===== config.mk =====
export PLATFORM = sky130hd
export DESIGN_NAME = fetch_btb
export DESIGN_NICKNAME = d
export VERILOG_FILES = /design/src/rtl/fetch_btb.sv
export SDC_FILE = /design/constraint.sdc
export NUM_CORES = 1
export LEC_CHECK = 0
export BUFFER_PORTS_ARGS = -buffer_cell sky130_fd_sc_hd__clkbuf_2
export CAP_MARGIN = 20
export CORE_MARGIN = 3
export CORE_UTILIZATION = 48
export CTS_BUF_LIST = sky130_fd_sc_hd__clkbuf_4 sky130_fd_sc_hd__clkbuf_8 sky130_fd_sc_hd__clkbuf_16
export CTS_CLUSTER_DIAMETER = 80
export CTS_CLUSTER_SIZE = 40
export DETAILED_ROUTE_END_ITERATION = 8
export PLACE_DENSITY_LB_ADDON = 0.15
export SLEW_MARGIN = 20
export SYNTH_ARGS = -nofsm -noshare
export SYNTH_HDL_FRONTEND = slang
export SYNTH_SLANG_ARGS = --single-unit
export TNS_END_PERCENT = 5

===== constraint.sdc =====
create_clock -name clk -period 2.5 [get_ports clk]
set_input_delay 0.25 -clock clk [delete_from_list [all_inputs] [get_ports clk]]
set_output_delay 0.25 -clock clk [all_outputs]
set_load 0.01 [all_outputs]

===== src/rtl/fetch_btb.sv =====
// fetch_btb: fetch-stage PC generator with a direct-mapped branch target
// buffer and 2-bit saturating direction counters.
//
// Optional feature macro: BTB_EN. When defined, the BTB, the predictors and
// the delay-slot (SLOT) state are built. When undefined, the block is a plain
// PC generator (except / redirect, buffered across stalls, else pc+4) and the
// prediction outputs are tied to zero.
//
// Next-PC priority on an unstalled edge: except, redirect, pending SLOT
// target, predicted-taken (fetch the delay slot first), pc+4.
//
// Redirect buffer: requests seen while stalled are folded into one pending
// {kind, pc} entry (kind 1 = except, 0 = redirect). An except is replaced
// only by a newer except; a redirect is replaced by anything newer. It is
// applied and cleared on the first unstalled edge, where a live request wins
// only if its kind is equal or higher.
//
// No extra handshakes: all requests are single-cycle level pulses sampled at
// the rising edge; the block never back-pressures its requesters.
module fetch_btb #(
  parameter int          ENTRIES  = 16,
  parameter logic [31:0] RESET_PC = 32'hbfc00000
) (
  input  logic        clk,
  input  logic        rst,
  input  logic        stall_i,
  output logic [31:0] pcF_o,
  output logic        pc_adel_o,
  output logic        pred_taken_o,
  output logic [31:0] pred_target_o,
  input  logic        redirect_i,
  input  logic [31:0] redirect_pc_i,
  input  logic        except_i,
  input  logic [31:0] except_pc_i,
  input  logic        upd_valid_i,
  input  logic [31:0] upd_pc_i,
  input  logic        upd_taken_i,
  input  logic [31:0] upd_target_i
);

  logic [31:0] pc;
  logic [31:0] pc_nx;
  logic [31:0] pc_plus4;

  // pending redirect/except captured during a stall
  logic        buf_valid;
  logic        buf_kind;
  logic [31:0] buf_pc;

  // resolved correction for this edge (live or buffered)
  logic        fix_valid;
  logic [31:0] fix_pc;

  assign pc_plus4  = pc + 32'd4;
  assign pcF_o     = pc;
  assign pc_adel_o = |pc[1:0];

  // Pick the winning correction: live except, buffered except, live redirect,
  // buffered redirect.
  always_comb begin
    fix_valid = 1'b1;
    fix_pc    = except_pc_i;
    if (except_i) begin
      fix_pc = except_pc_i;
    end else if (buf_valid && buf_kind) begin
      fix_pc = buf_pc;
    end else if (redirect_i) begin
      fix_pc = redirect_pc_i;
    end else if (buf_valid) begin
      fix_pc = buf_pc;
    end else begin
      fix_valid = 1'b0;
      fix_pc    = '0;
    end
  end

  // Capture requests while stalled; drop the buffer on the first free edge.
  always_ff @(posedge clk or posedge rst) begin
    if (rst) begin
      buf_valid <= 1'b0;
      buf_kind  <= 1'b0;
      buf_pc    <= '0;
    end else if (stall_i) begin
      if (except_i) begin
        buf_valid <= 1'b1;
        buf_kind  <= 1'b1;
        buf_pc    <= except_pc_i;
      end else if (redirect_i && !(buf_valid && buf_kind)) begin
        buf_valid <= 1'b1;
        buf_kind  <= 1'b0;
        buf_pc    <= redirect_pc_i;
      end
    end else begin
      buf_valid <= 1'b0;
      buf_kind  <= 1'b0;
      buf_pc    <= '0;
    end
  end

  // PC register; pc_nx already holds the value when stalled.
  always_ff @(posedge clk or posedge rst) begin
    if (rst) begin
      pc <= RESET_PC;
    end else begin
      pc <= pc_nx;
    end
  end

`ifdef BTB_EN

  localparam int IDX_W = $clog2(ENTRIES);
  localparam int TAG_W = 32 - IDX_W - 2;

  typedef enum logic {
    NORMAL = 1'b0,
    SLOT   = 1'b1
  } state_t;

  state_t      state;
  state_t      state_nx;
  logic [31:0] slot_tgt;
  logic [31:0] slot_tgt_nx;

  logic [ENTRIES-1:0] valid_q;
  logic [TAG_W-1:0]   tag_q [ENTRIES];
  logic [31:0]        tgt_q [ENTRIES];
  logic [1:0]         ctr_q [ENTRIES];

  logic [IDX_W-1:0] look_idx;
  logic [TAG_W-1:0] look_tag;
  logic             look_hit;
  logic [IDX_W-1:0] upd_idx;
  logic [TAG_W-1:0] upd_tag;
  logic             upd_hit;

  // low PC bits of an update never matter for indexing or tagging
  wire unused_upd_lsb = ^upd_pc_i[1:0];

  assign look_idx = pc[IDX_W+1:2];
  assign look_tag = pc[31:IDX_W+2];
  assign look_hit = valid_q[look_idx] && (tag_q[look_idx] == look_tag);

  assign upd_idx = upd_pc_i[IDX_W+1:2];
  assign upd_tag = upd_pc_i[31:IDX_W+2];
  assign upd_hit = valid_q[upd_idx] && (tag_q[upd_idx] == upd_tag);

  assign pred_taken_o  = look_hit && ctr_q[look_idx][1];
  assign pred_target_o = look_hit ? tgt_q[look_idx] : 32'd0;

  // Valid bits are the only reset array state; allocate on a taken miss.
  always_ff @(posedge clk or posedge rst) begin
    if (rst) begin
      valid_q <= '0;
    end else if (upd_valid_i && !upd_hit && upd_taken_i) begin
      valid_q[upd_idx] <= 1'b1;
    end
  end

  // Tag/target/counter arrays: train on hits, allocate on taken misses.
  always_ff @(posedge clk) begin
    if (upd_valid_i) begin
      if (upd_hit) begin
        if (upd_taken_i) begin
          if (ctr_q[upd_idx] != 2'b11) begin
            ctr_q[upd_idx] <= ctr_q[upd_idx] + 2'b01;
          end
          tgt_q[upd_idx] <= upd_target_i;
        end else if (ctr_q[upd_idx] != 2'b00) begin
          ctr_q[upd_idx] <= ctr_q[upd_idx] - 2'b01;
        end
      end else if (upd_taken_i) begin
        tag_q[upd_idx] <= upd_tag;
        tgt_q[upd_idx] <= upd_target_i;
        ctr_q[upd_idx] <= 2'b10;
      end
    end
  end

  // Fetch FSM state register and latched delay-slot target.
  always_ff @(posedge clk or posedge rst) begin
    if (rst) begin
      state    <= NORMAL;
      slot_tgt <= '0;
    end else begin
      state    <= state_nx;
      slot_tgt <= slot_tgt_nx;
    end
  end

  // Next PC / next state in priority order; everything holds when stalled.
  always_comb begin
    pc_nx       = pc;
    state_nx    = state;
    slot_tgt_nx = slot_tgt;
    if (!stall_i) begin
      if (fix_valid) begin
        pc_nx       = fix_pc;
        state_nx    = NORMAL;
        slot_tgt_nx = '0;
      end else if (state == SLOT) begin
        pc_nx       = slot_tgt;
        state_nx    = NORMAL;
        slot_tgt_nx = '0;
      end else if (pred_taken_o) begin
        pc_nx       = pc_plus4;
        state_nx    = SLOT;
        slot_tgt_nx = pred_target_o;
      end else begin
        pc_nx = pc_plus4;
      end
    end
  end

`else

  // without a BTB the update port has no consumer
  wire unused_upd = ^{upd_valid_i, upd_pc_i, upd_taken_i, upd_target_i};

  assign pred_taken_o  = 1'b0;
  assign pred_target_o = 32'd0;

  // Next PC: correction if any, else pc+4; hold when stalled.
  always_comb begin
    pc_nx = pc;
    if (!stall_i) begin
      pc_nx = fix_valid ? fix_pc : pc_plus4;
    end
  end

`endif

endmodule


==> qor.yml <==
place:
  place_ws_ns: 0.3415
  numPortBuffers: 101
  gp_congestion: 0.8755
  hpwlAfterDp_um: 8274
cts:
  cts_resized: 0
  clock_sinks: 66
  cts_tree: "built"
  clkLatencyLatePin_ns: 0.34
  post_cts_buffers: 0
  cts-root-buf: "clkbuf_8"
  path_clk_slew_ns: 0.07
  clk_path_buf_depth: 2
  numCtsBuffers: 9
  h-tree-depth: 3
sta:
  hold_viol_final: 0
  rsz0062_at_grt: "no"
  finalWorstSetupSlack_ns: 0.3070
  fin_crit_ns: 2.193
  drv_slew: 0
  setup_viol: 0
  worstMarginPinSlew_ns: 0.7094
  final.period_utilization_pct: 87.72
  maxClockFrequency_mhz: 456.0
  worst_hold_slack_ns: 0.1458
  setup-tns-final_ns: 0
  final.setup_skew_ns: 0.008972
  max_slew_margin_pct: 52.71
pwr:
  comb_power_share_pct: 22.5
  p_sw_uw: 899.1
  p_leak_uw: 0.002373
  switching_share_pct: 32.52
  p_int_uw: 1866
  pwr_density_cell_nw_per_um2: 556.1
  pwr-share-clk_pct: 29.7
  power_frac_seq_pct: 47.8
  irDropWorstVdd_uv: 277.3
synth:
  synth-xor-area-share_pct: 0
  synthAdderAreaFrac_pct: 0.2910
  syn_avg_cell_area_um2: 8.688
  synth_ff_type: "dfrtp_1"
  yosys.area.top_type: "dfrtp_1"
  yosys-top-cells-area: "dfrtp_1 (33%), o21ai_0 (6.9%), buf_4 (5.9%)"
  yosysMostFrequentCell: "o21ai_0"
  ys_async_sr_fraction_pct: 100.0
  ys_types: 70
  ys.warnings.count: 0
  synth.top_cells.by_count: "o21ai_0 (59), dfrtp_1 (57), nand2_1 (57)"
  synthMuxAreaShare_pct: 6.896
  synth_compound_area_share_pct: 23.77
  ys_seq_elements: 66
  synth_top_family_by_area: "compound AO/OA/AOI/OAI gates"
  synth_edf_count: 0
  yosysSeqAreaShare_pct: 38.67
  synthCells: 495
  synth_top_area_share_pct: 33.17
  netlist_area_um2: 4300
  synth_simple_gate_area_share_pct: 20.19
setup_path:
  startpoint_type: "flop"
  rrSetupSlack_ns: 0.31
  worstSetupPathType: "reg2reg"
  worstSetupStartpoint: "pcF_o[2]"
  worstReg2RegStart: "pcF_o[2]"
  end_kind: "flop"
  cp_max_fo: 7
  r2r_cells: 6
  timing.rr.end: "pcF_o[30]"
  worstPathArrival_ns: 2.45
  critPathRequiredTime_ns: 2.75
route:
  drt_iter0_markers: 255
  drt-pass1-iter-count: 4
  wl_per_cell_um: 16.71
  routed_wl_um: 11700
  via_per_inst: 5.723
  detail-route-antenna-nets: 0
  num_vias: 4006
  drc_errors: 0
floorplanning:
  die_area_um2: 10130
  rows: 33
  ios: 201
  die-width_um: 100.7
  fp.dieH_um: 100.7
  initial_utilization_pct: 50.81
  core_um2: 8464
cells_and_area:
  diodes: 0
  nets: 726
  drive_above_1_share_pct: 27.06
  area_growth_syn_to_layout_pct: 15.62
  final_util_pct: 58.74
  fill_cells: 776
run:
  maxCapViolations: 0
global_routing:
  grt_max_degree: 67
  grt_pass1_wl_um: 19020
  antenna_found_initial: 0
  grt_remaining_overflow: 0
  grt_pass1_vias: 3862
  track_usage_pct: 23.67
worst_hold_path:
  min_to: "buf_pc[10]"
  hold_depth: 3
  hold_class: "in2reg"
  worstHoldStart: "except_pc_i[10]"
run_status:
  outcome: "finished, final reports clean"
[state kept, by name, summed over array words and instances, names as in the netlist]
name,count
buf_pc,32
pcF_o,32
buf_kind,1
buf_valid,1
[area by class of cell]
cell class / instances / area (µm²) / area share [%]
multi-input cells: 387 / 2323 / 46.73
flip-flops and latches: 66 / 1663 / 33.44
repair buffers: 115 / 638.1 / 12.83
clock buffers: 13 / 160.2 / 3.221
well taps: 105 / 131.4 / 2.642
inverters: 11 / 41.29 / 0.8304
clock inverters: 3 / 15.01 / 0.3020
[per-stage QoR]
stage	total power, µW	instance area [µm²]	cells
after global placement	1941	4787	683
final	2765	4972	700
after CTS	2794	4972	700
after global routing	2923	4972	700
after detailed placement	1963	4787	683
after floorplan	1742	4420	527
[cell families after synthesis]
kind of cell / count (synthesis)
AOI/OAI and AO/OA: 163
adders and majority gates: 1
buffers and inverters: 74
DFF: 66
muxes: 29
other: 1
and+or+nand+nor: 161
[layout by cell type (no fill, tap or decap), types with 3 or more instances in the layout]
master	Yosys	final
a211o_1	3	3
nor3_1	5	5
a222oi_1	3	3
inv_1	11	10
mux2i_1	24	24
clkbuf_2	0	101
mux2_2	5	5
clkinv_2	0	3
nand3_1	10	10
nor4_1	3	3
nor2_1	33	33
a31oi_1	8	8
clkbuf_8	0	10
nand2_1	57	57
o21ai_1	3	4
a21oi_1	39	39
o211a_1	3	3
o21ai_0	59	58
clkbuf_4	0	3
a21boi_0	3	3
and3_1	5	5
conb_1	1	33
o32a_1	3	3
dfrtp_1	57	57
buf_4	34	11
dfstp_2	9	9
nand4_1	4	4
o211ai_1	3	3
a211oi_1	6	6
o22ai_1	4	4
and2_1	22	22
[worst max path at each step]
stage / endpoint / slack (ns) / cells past startpoint
3_5_place_dp: pcF_o[30] / 0.34 / 6
6_report: pcF_o[30] / 0.31 / 6
2_1_floorplan: buf_kind / 0.61 / 1
3_3_place_gp: pcF_o[26] / 0.38 / 6
5_1_grt: pcF_o[24] / 0.14 / 6
4_1_cts: pcF_o[30] / 0.32 / 6
[routing by layer]
metal,part of all wire [%],wire [µm],GRT usage [%],vias to the layer above
li1,-,-,-,1920
met1,41,4828,29.53,1921
met2,50,5901,40.10,141
met3,6.3,734,4.913,24
met4,2.0,233,9.119,0
met5,0,0,0,-
[worst max-delay path, stage by stage, from the launching register on]
cell and delay, ns:
dfrtp_1 0.45, ha_1 0.24, and3_2 0.22, nand3_1 0.26, nor4_4 0.61, a31oi_1 0.15
o211ai_1 0.18
[power groups by stage]
stage                     Combinational [µW]  Sequential (µW)  Clock, µW
after global placement                   612             1330          0
final                                    622             1320        822
after CTS                                630             1320        846
after detailed placement                 625             1340          0
after floorplan                          406             1340          0
after global routing                     696             1340        884
[what timing repair did]
action | CTS | global route
hold endpoints to repair | 57 | 0
setup endpoints to repair | 0 | 0
hold buffers | 1 | 0
Power figures use the tool's default switching activity.
